<file path="src/rtl/key_scan_pkg.sv">
// Shared definitions for the 4x4 keypad scanner: FSM states, keycode width and default timing.
// Repeat timing defaults exist only when KEY_REPEAT_EN is defined.
package key_scan_pkg;

  typedef enum logic [1:0] {
    ST_SCAN     = 2'd0,
    ST_DEBOUNCE = 2'd1,
    ST_HELD     = 2'd2,
    ST_RELEASE  = 2'd3
  } scan_state_t;

  localparam int         KEYCODE_W     = 5;
  localparam logic [3:0] ROW_IDLE      = 4'b1110;

  localparam int         CLK_HZ_DEF    = 25_000_000;
  localparam int         SCAN_DIV_DEF  = 25_000;
  localparam int         DEB_TICKS_DEF = 20;
`ifdef KEY_REPEAT_EN
  localparam int         REP_DELAY_DEF = 500;
  localparam int         REP_RATE_DEF  = 100;
`endif

  // Active-low one-hot row drive moves to the next row: 1110 -> 1101 -> 1011 -> 0111.
  function automatic logic [3:0] rotl_row(input logic [3:0] r);
    return {r[2:0], r[3]};
  endfunction

endpackage

</file>
<file path="src/rtl/key_tick_gen.sv">
// Scan tick divider: one-clk tick every SCAN_DIV clocks, counter wraps SCAN_DIV-1 -> 0.
module key_tick_gen
  import key_scan_pkg::*;
#(
  parameter int SCAN_DIV = SCAN_DIV_DEF
) (
  input  logic clk,
  input  logic rst_n,
  output logic tick
);

  localparam int               CNT_W = (SCAN_DIV > 1) ? $clog2(SCAN_DIV) : 1;
  localparam logic [CNT_W-1:0] LAST  = CNT_W'(SCAN_DIV - 1);

  logic [CNT_W-1:0] cnt;

  always_ff @(posedge clk or negedge rst_n) begin
    if (!rst_n)           cnt <= '0;
    else if (cnt == LAST) cnt <= '0;
    else                  cnt <= cnt + 1'b1;
  end

  assign tick = (cnt == LAST);

endmodule

</file>
<file path="src/rtl/key_scan.sv">
// 4x4 keypad scanner: row drive, column sync, press/release debounce, keycode + key_ready strobe.
// Define KEY_REPEAT_EN to add auto-repeat strobes (keycode[4]=1) while a key is held.
module key_scan
  import key_scan_pkg::*;
#(
  parameter int CLK_HZ    = CLK_HZ_DEF,
  parameter int SCAN_DIV  = SCAN_DIV_DEF,
  parameter int DEB_TICKS = DEB_TICKS_DEF
`ifdef KEY_REPEAT_EN
  ,
  parameter int REP_DELAY = REP_DELAY_DEF,
  parameter int REP_RATE  = REP_RATE_DEF
`endif
) (
  input  logic                 clk,
  input  logic                 rst_n,
  input  logic [3:0]           col_n,
  output logic [3:0]           row_n,
  output logic [KEYCODE_W-1:0] keycode,
  output logic                 key_ready,
  output logic                 key_down
);

  // A zero divider falls back to a 1 ms scan tick derived from the clock rate.
  localparam int               DIV     = (SCAN_DIV > 0) ? SCAN_DIV : CLK_HZ / 1000;
  localparam int               DEB_W   = $clog2(DEB_TICKS + 1);
  localparam logic [DEB_W-1:0] DEB_MAX = DEB_W'(DEB_TICKS);

  function automatic logic [DEB_W-1:0] deb_inc(input logic [DEB_W-1:0] v);
    return (v == DEB_MAX) ? v : v + 1'b1;
  endfunction

  logic tick;

  key_tick_gen #(.SCAN_DIV(DIV)) u_tick (
    .clk   (clk),
    .rst_n (rst_n),
    .tick  (tick)
  );

  // Stage p0/p1: two-flop synchroniser on the asynchronous column inputs
  logic [3:0] col_p0, col_p1;

  always_ff @(posedge clk or negedge rst_n) begin
    if (!rst_n) begin
      col_p0 <= 4'hF;
      col_p1 <= 4'hF;
    end else begin
      col_p0 <= col_n;
      col_p1 <= col_p0;
    end
  end

  logic [3:0] col_low;
  logic       any_low;
  logic [1:0] first_col;

  assign col_low = ~col_p1;
  assign any_low = |col_low;

  always_comb begin
    first_col = 2'd0;
    for (int c = 3; c >= 0; c--)
      if (col_low[c]) first_col = 2'(c);
  end

`ifdef KEY_REPEAT_EN
  localparam int               REP_MAXV  = (REP_DELAY > REP_RATE) ? REP_DELAY : REP_RATE;
  localparam int               REP_W     = $clog2(REP_MAXV + 1);
  localparam logic [REP_W-1:0] REP_TOP   = REP_W'(REP_MAXV);
  localparam logic [REP_W-1:0] REP_FIRST = REP_W'(REP_DELAY);
  localparam logic [REP_W-1:0] REP_NEXT  = REP_W'(REP_RATE);

  function automatic logic [REP_W-1:0] rep_inc(input logic [REP_W-1:0] v);
    return (v == REP_TOP) ? v : v + 1'b1;
  endfunction

  logic [REP_W-1:0] rep_cnt, rep_nxt;
  logic             rep_armed, armed_nxt;

  always_ff @(posedge clk or negedge rst_n) begin
    if (!rst_n) begin
      rep_cnt   <= '0;
      rep_armed <= 1'b0;
    end else begin
      rep_cnt   <= rep_nxt;
      rep_armed <= armed_nxt;
    end
  end
`endif

  scan_state_t          state, state_nxt;
  logic [3:0]           row_nxt;
  logic [1:0]           row_idx, row_idx_nxt;
  logic [1:0]           cand_col, cand_col_nxt;
  logic [DEB_W-1:0]     deb_cnt, deb_nxt;
  logic [DEB_W-1:0]     rel_cnt, rel_nxt;
  logic [KEYCODE_W-1:0] code_nxt;
  logic                 ready_nxt, down_nxt;

  always_ff @(posedge clk or negedge rst_n) begin
    if (!rst_n) begin
      state     <= ST_SCAN;
      row_n     <= ROW_IDLE;
      row_idx   <= 2'd0;
      cand_col  <= 2'd0;
      deb_cnt   <= '0;
      rel_cnt   <= '0;
      keycode   <= '0;
      key_ready <= 1'b0;
      key_down  <= 1'b0;
    end else begin
      state     <= state_nxt;
      row_n     <= row_nxt;
      row_idx   <= row_idx_nxt;
      cand_col  <= cand_col_nxt;
      deb_cnt   <= deb_nxt;
      rel_cnt   <= rel_nxt;
      keycode   <= code_nxt;
      key_ready <= ready_nxt;
      key_down  <= down_nxt;
    end
  end

  always_comb begin
    state_nxt    = state;
    row_nxt      = row_n;
    row_idx_nxt  = row_idx;
    cand_col_nxt = cand_col;
    deb_nxt      = deb_cnt;
    rel_nxt      = rel_cnt;
    code_nxt     = keycode;
    ready_nxt    = 1'b0;
    down_nxt     = key_down;
`ifdef KEY_REPEAT_EN
    rep_nxt      = rep_cnt;
    armed_nxt    = rep_armed;
`endif
    if (tick) begin
      unique case (state)
        ST_SCAN: begin
          if (any_low) begin
            cand_col_nxt = first_col;
            deb_nxt      = DEB_W'(1);
            state_nxt    = ST_DEBOUNCE;
          end else begin
            row_nxt     = rotl_row(row_n);
            row_idx_nxt = row_idx + 1'b1;
          end
        end
        ST_DEBOUNCE: begin
          // Any other column low on the frozen row aborts the debounce.
          if (col_low == (4'b0001 << cand_col)) begin
            deb_nxt = deb_inc(deb_cnt);
            if (deb_inc(deb_cnt) == DEB_MAX) begin
              code_nxt  = {1'b0, row_idx, cand_col};
              ready_nxt = 1'b1;
              down_nxt  = 1'b1;
              state_nxt = ST_HELD;
`ifdef KEY_REPEAT_EN
              rep_nxt   = '0;
              armed_nxt = 1'b0;
`endif
            end
          end else begin
            deb_nxt     = '0;
            row_nxt     = rotl_row(row_n);
            row_idx_nxt = row_idx + 1'b1;
            state_nxt   = ST_SCAN;
          end
        end
        ST_HELD: begin
          if (!any_low) begin
            rel_nxt   = DEB_W'(1);
            state_nxt = ST_RELEASE;
          end
`ifdef KEY_REPEAT_EN
          else begin
            rep_nxt = rep_inc(rep_cnt);
            if (rep_inc(rep_cnt) == (rep_armed ? REP_NEXT : REP_FIRST)) begin
              code_nxt  = {1'b1, row_idx, cand_col};
              ready_nxt = 1'b1;
              rep_nxt   = '0;
              armed_nxt = 1'b1;
            end
          end
`endif
        end
        ST_RELEASE: begin
          if (!any_low) begin
            rel_nxt = deb_inc(rel_cnt);
            if (deb_inc(rel_cnt) == DEB_MAX) begin
              down_nxt    = 1'b0;
              row_nxt     = rotl_row(row_n);
              row_idx_nxt = row_idx + 1'b1;
              state_nxt   = ST_SCAN;
            end
          end else begin
            state_nxt = ST_HELD;
          end
        end
        default: state_nxt = ST_SCAN;
      endcase
    end
  end

endmodule

</file>
<file path="config.mk">
export PLATFORM = sky130hd
export DESIGN_NAME = key_scan
export DESIGN_NICKNAME = d
export VERILOG_FILES = /design/src/rtl/key_scan_pkg.sv /design/src/rtl/key_tick_gen.sv /design/src/rtl/key_scan.sv
export SDC_FILE = /design/constraint.sdc
export NUM_CORES = 1
export LEC_CHECK = 0
export CAP_MARGIN = 30
export CORE_MARGIN = 8
export CORE_UTILIZATION = 45
export DETAILED_ROUTE_END_ITERATION = 10
export PLACE_DENSITY = 0.73
export SLEW_MARGIN = 20
export SYNTH_ARGS = -nofsm -noshare
export SYNTH_HDL_FRONTEND = slang
export SYNTH_SLANG_ARGS = --single-unit
</file>
<file path="constraint.sdc">
create_clock -name clk -period 5.2 [get_ports clk]
set_input_delay 1.04 -clock clk [delete_from_list [all_inputs] [get_ports clk]]
set_output_delay 1.04 -clock clk [all_outputs]
set_load 0.005 [all_outputs]
</file>
==> key figures <==
Run status
  • Status: finished clean

Logic synthesis
  • Synth Area in XOR/XNOR: 4.144%
  • Post-Synth Simple-Gate Area: between 20% and 30%
  • Post-Syn Instances: 246
  • Async SR Flop Fraction: 100.0%
  • Count leader, synth: dfrtp_1
  • Post-synthesis sequential area ratio: 48.89%
  • Unique masters post-synth: 59
  • Top_reg_cell synth: dfrtp_1
  • Area leader, netlist: dfrtp_1
  • Post-synth top area share: 37.49%
  • Synth Area in Compound Gates: 13.57%
  • Largest family of logic cells by synthesized area: simple AND/OR/NAND/NOR gates
  • Post-Synth Adder-Cell Area: 2.467%
  • Mapped Area: ~2500 um2
  • Most common library cells after synthesis: dfrtp_1, nand2_1, nor2_1
  • Ys Warns: 0
  • Leading post-synthesis cells by cell area: dfrtp_1, dfstp_2, mux2_2
  • Yosys reg bits: 49
  • Mux contribution to synthesized area: 4.835%
  • Syn nets: about 260
  • Post-synth EDFFs: 0
  • Synth Area per Inst: 10.31 um2

Cells and area
  • Final #Nets: roughly 270
  • Layout cell share with drive strength beyond 1: 15.53%
  • Layout Cells excl Fill: roughly 340
  • Area Overhead vs Synth: 12.23%
  • Fillcell total: 525
  • Final instance area: 2846 um2
  • ANT cells: 0
  • Register area: 1240 um2
  • Multi-input logic area: 1227 um2

Clock network
  • CTS resizes: 0
  • Clock buffer depth: 2
  • TritonCTS buffer count: 5
  • Clk_lat worst skew: 0.30 ns
  • CTS tree: yes
  • Worst-path clk slew: ~0.090 ns
  • H-tree levels: 2
  • Hold Buf Count CTS: 0
  • CTS Sinks: 49
  • Post-CTS Setup Repair Bufs: 0
  • Clock Root Buffer: clkbuf_8

GRT
  • Number of global-route vias before repair: 1801
  • Largest net degree at the start of global routing: 27
  • GR Overflow Total: 0
  • Total GRT Usage: 11.76%
  • Initial antenna violation count: 0
  • First-pass GRT wire length: 8224 um

Critical path
  • CP max-delay cell: nor4_4
  • Req. time, crit path: 5.39 ns
  • Critical path launch point: u_tick.cnt[9]
  • CP startpoint kind: register
  • Slowest stage delay, CP: 0.70 ns
  • Worst-path maximum fanout: 14
  • Critical path type: register to register
  • R2R Path Start: u_tick.cnt[9]
  • Crit path arrival time: 2.80 ns
  • Crit. End Element: register
  • Critical-path cell list: or4b_4, nor4_4, inv_2, nor3_4, mux2_2

Placed design
  • Gpl congestion: ~0.84
  • Worst slack, placed: ~2.6 ns
  • Detailed placer's ending HPWL: 3465 um
  • Placed Cells incl. Taps: 328
  • Port Buffer Count: 15
  • Placement Cell Area: roughly 2800 um2

Die
  • Die Span Y: between 90 and 100 um
  • Placement Rows: 27
  • Die area: 8295 um2
  • Core box area: between 5000 and 6000 um2
  • IO Pins: 17
  • Starting Density: 46.34%
  • Die Wd: 91.08 um

Drt
  • Post-DR wirelength/cell: roughly 14 um
  • Vias per inst: roughly 5.7
  • First DRT Iteration DRCs: 99
  • Final ANT Viol Nets: 0
  • Final wirelength: 4621 um
  • Detailed-route via count: 1903
  • TritonRoute pass-1 iters: 4
  • Drt drc: 0

STA
  • Fin Setup TNS: 0 ns
  • Tmin final: approximately 2.6 ns
  • RSZ-0062 raised after global routing: no
  • Worst setup margin: 2.596 ns
  • Finish-stage setup viols: 0
  • Slew Limit Fails: 0
  • Slew margin rel.: between 40% and 50%
  • Final Hold Viols: 0
  • Max Fclk: 0.3840 GHz
  • Hold_ws: between 0.3 and 0.4 ns
  • Least-Margin Pin Slew: 0.7556 ns
  • Clock skew: slightly below 0.008 ns
  • Crit share post-route: 50.08%

Power and ir drop
  • P_leak: 0.001160 uW
  • Pwr dens: 217.9 nW/um2
  • Peak VDD IR: ~170 uV

Min path
  • Hold Path Origin: col_p0[0]
  • Hold Crit Class: register to register

Flow run
  • Max Cap Violations: 0
[cell families (layout without fill, tap and decap cells)]
family          Yosys count  in the layout
xor+xnor                 12             12
flops                    49             49
mux                      11             11
other cells               1              1
fa+ha+maj                 5              5
simple gates             98             98
compound gates           54             54
buf+inv                  16             34
[power breakdown]
| part | total, uW | switching [uW] | internal [uW] |
|---|---|---|---|
| Clock | 215 | 122 | 92.9 |
| Combinational | 15.8 | 9.41 | 6.39 |
| Sequential | 390 | 3.29 | 387 |
[worst max-delay path: cells and delay by family (launching register included)]
kind,cells,cell delay [ns]
flip-flops,1,0.45
multiplexers,1,0.36
buffers and inverters,1,0.11
AND/OR/NAND/NOR,3,1.57
[path summary, 6_finish.rpt]
kind	slack, ns	depth (start not counted)	end
max in group asynchronous	3.98	2	deb_cnt[1]
hold reg to reg	0.36	0	col_p1[0]
setup / recovery	2.60	5	keycode[1]
setup reg to reg	2.60	5	keycode[1]
min in group asynchronous	0.70	1	row_n[0]
hold / removal	0.36	0	col_p1[0]
[area by class of cell]
class / count / share of cell area [%]
flip-flops and latches: 49 / 43.56
clock inverters: 3 / 0.6154
repair buffers: 16 / 5.802
well taps: 72 / 3.165
multi-input cells: 181 / 43.12
inverters: 10 / 1.319
clock buffers: 5 / 2.418
[cell usage in the layout (no fill, tap or decap), drive strengths merged, types with 4 or more instances in the layout]
cell type      synthesis  routed
ha                     5       5
inv                    9       9
o21ai                 14      14
nand2                 22      22
xnor2                  9       9
clkdlybuf4s50          0      14
nand3                 11      11
nand4                  9       9
clkbuf                 3       5
nor3                   4       4
mux2                  10      10
or3                    6       6
dfrtp                 38      38
nor2                  17      17
dfstp                 11      11
a21oi                 16      16
[metal layers]
metal	vias up	track usage, %	part of all wire [%]
met1	931	15.92	50
met4	0	4.502	1.1
li1	932	-	-
met5	-	0	0
met2	36	17.84	46
met3	4	2.634	3.4
[flip-flops by register name, summed over array words and instances, names as in the netlist]
| register | count |
|---|---|
| u_tick.cnt | 15 |
| deb_cnt | 5 |
| rel_cnt | 5 |
| col_p0 | 4 |
| col_p1 | 4 |
| keycode | 4 |
| row_n | 4 |
| cand_col | 2 |
| row_idx | 2 |
| state | 2 |
| key_down | 1 |
| key_ready | 1 |
[metrics by stage]
stage,util (%),power [uW]
2_1_floorplan,-,400.1
3_3_place_gp,50.07,411.1
3_5_place_dp,50.43,413.6
4_1_cts,52.01,633.0
5_1_grt,52.01,646.9
6_report,52.01,620.4
No activity file was read; power rests on OpenSTA's default activity.
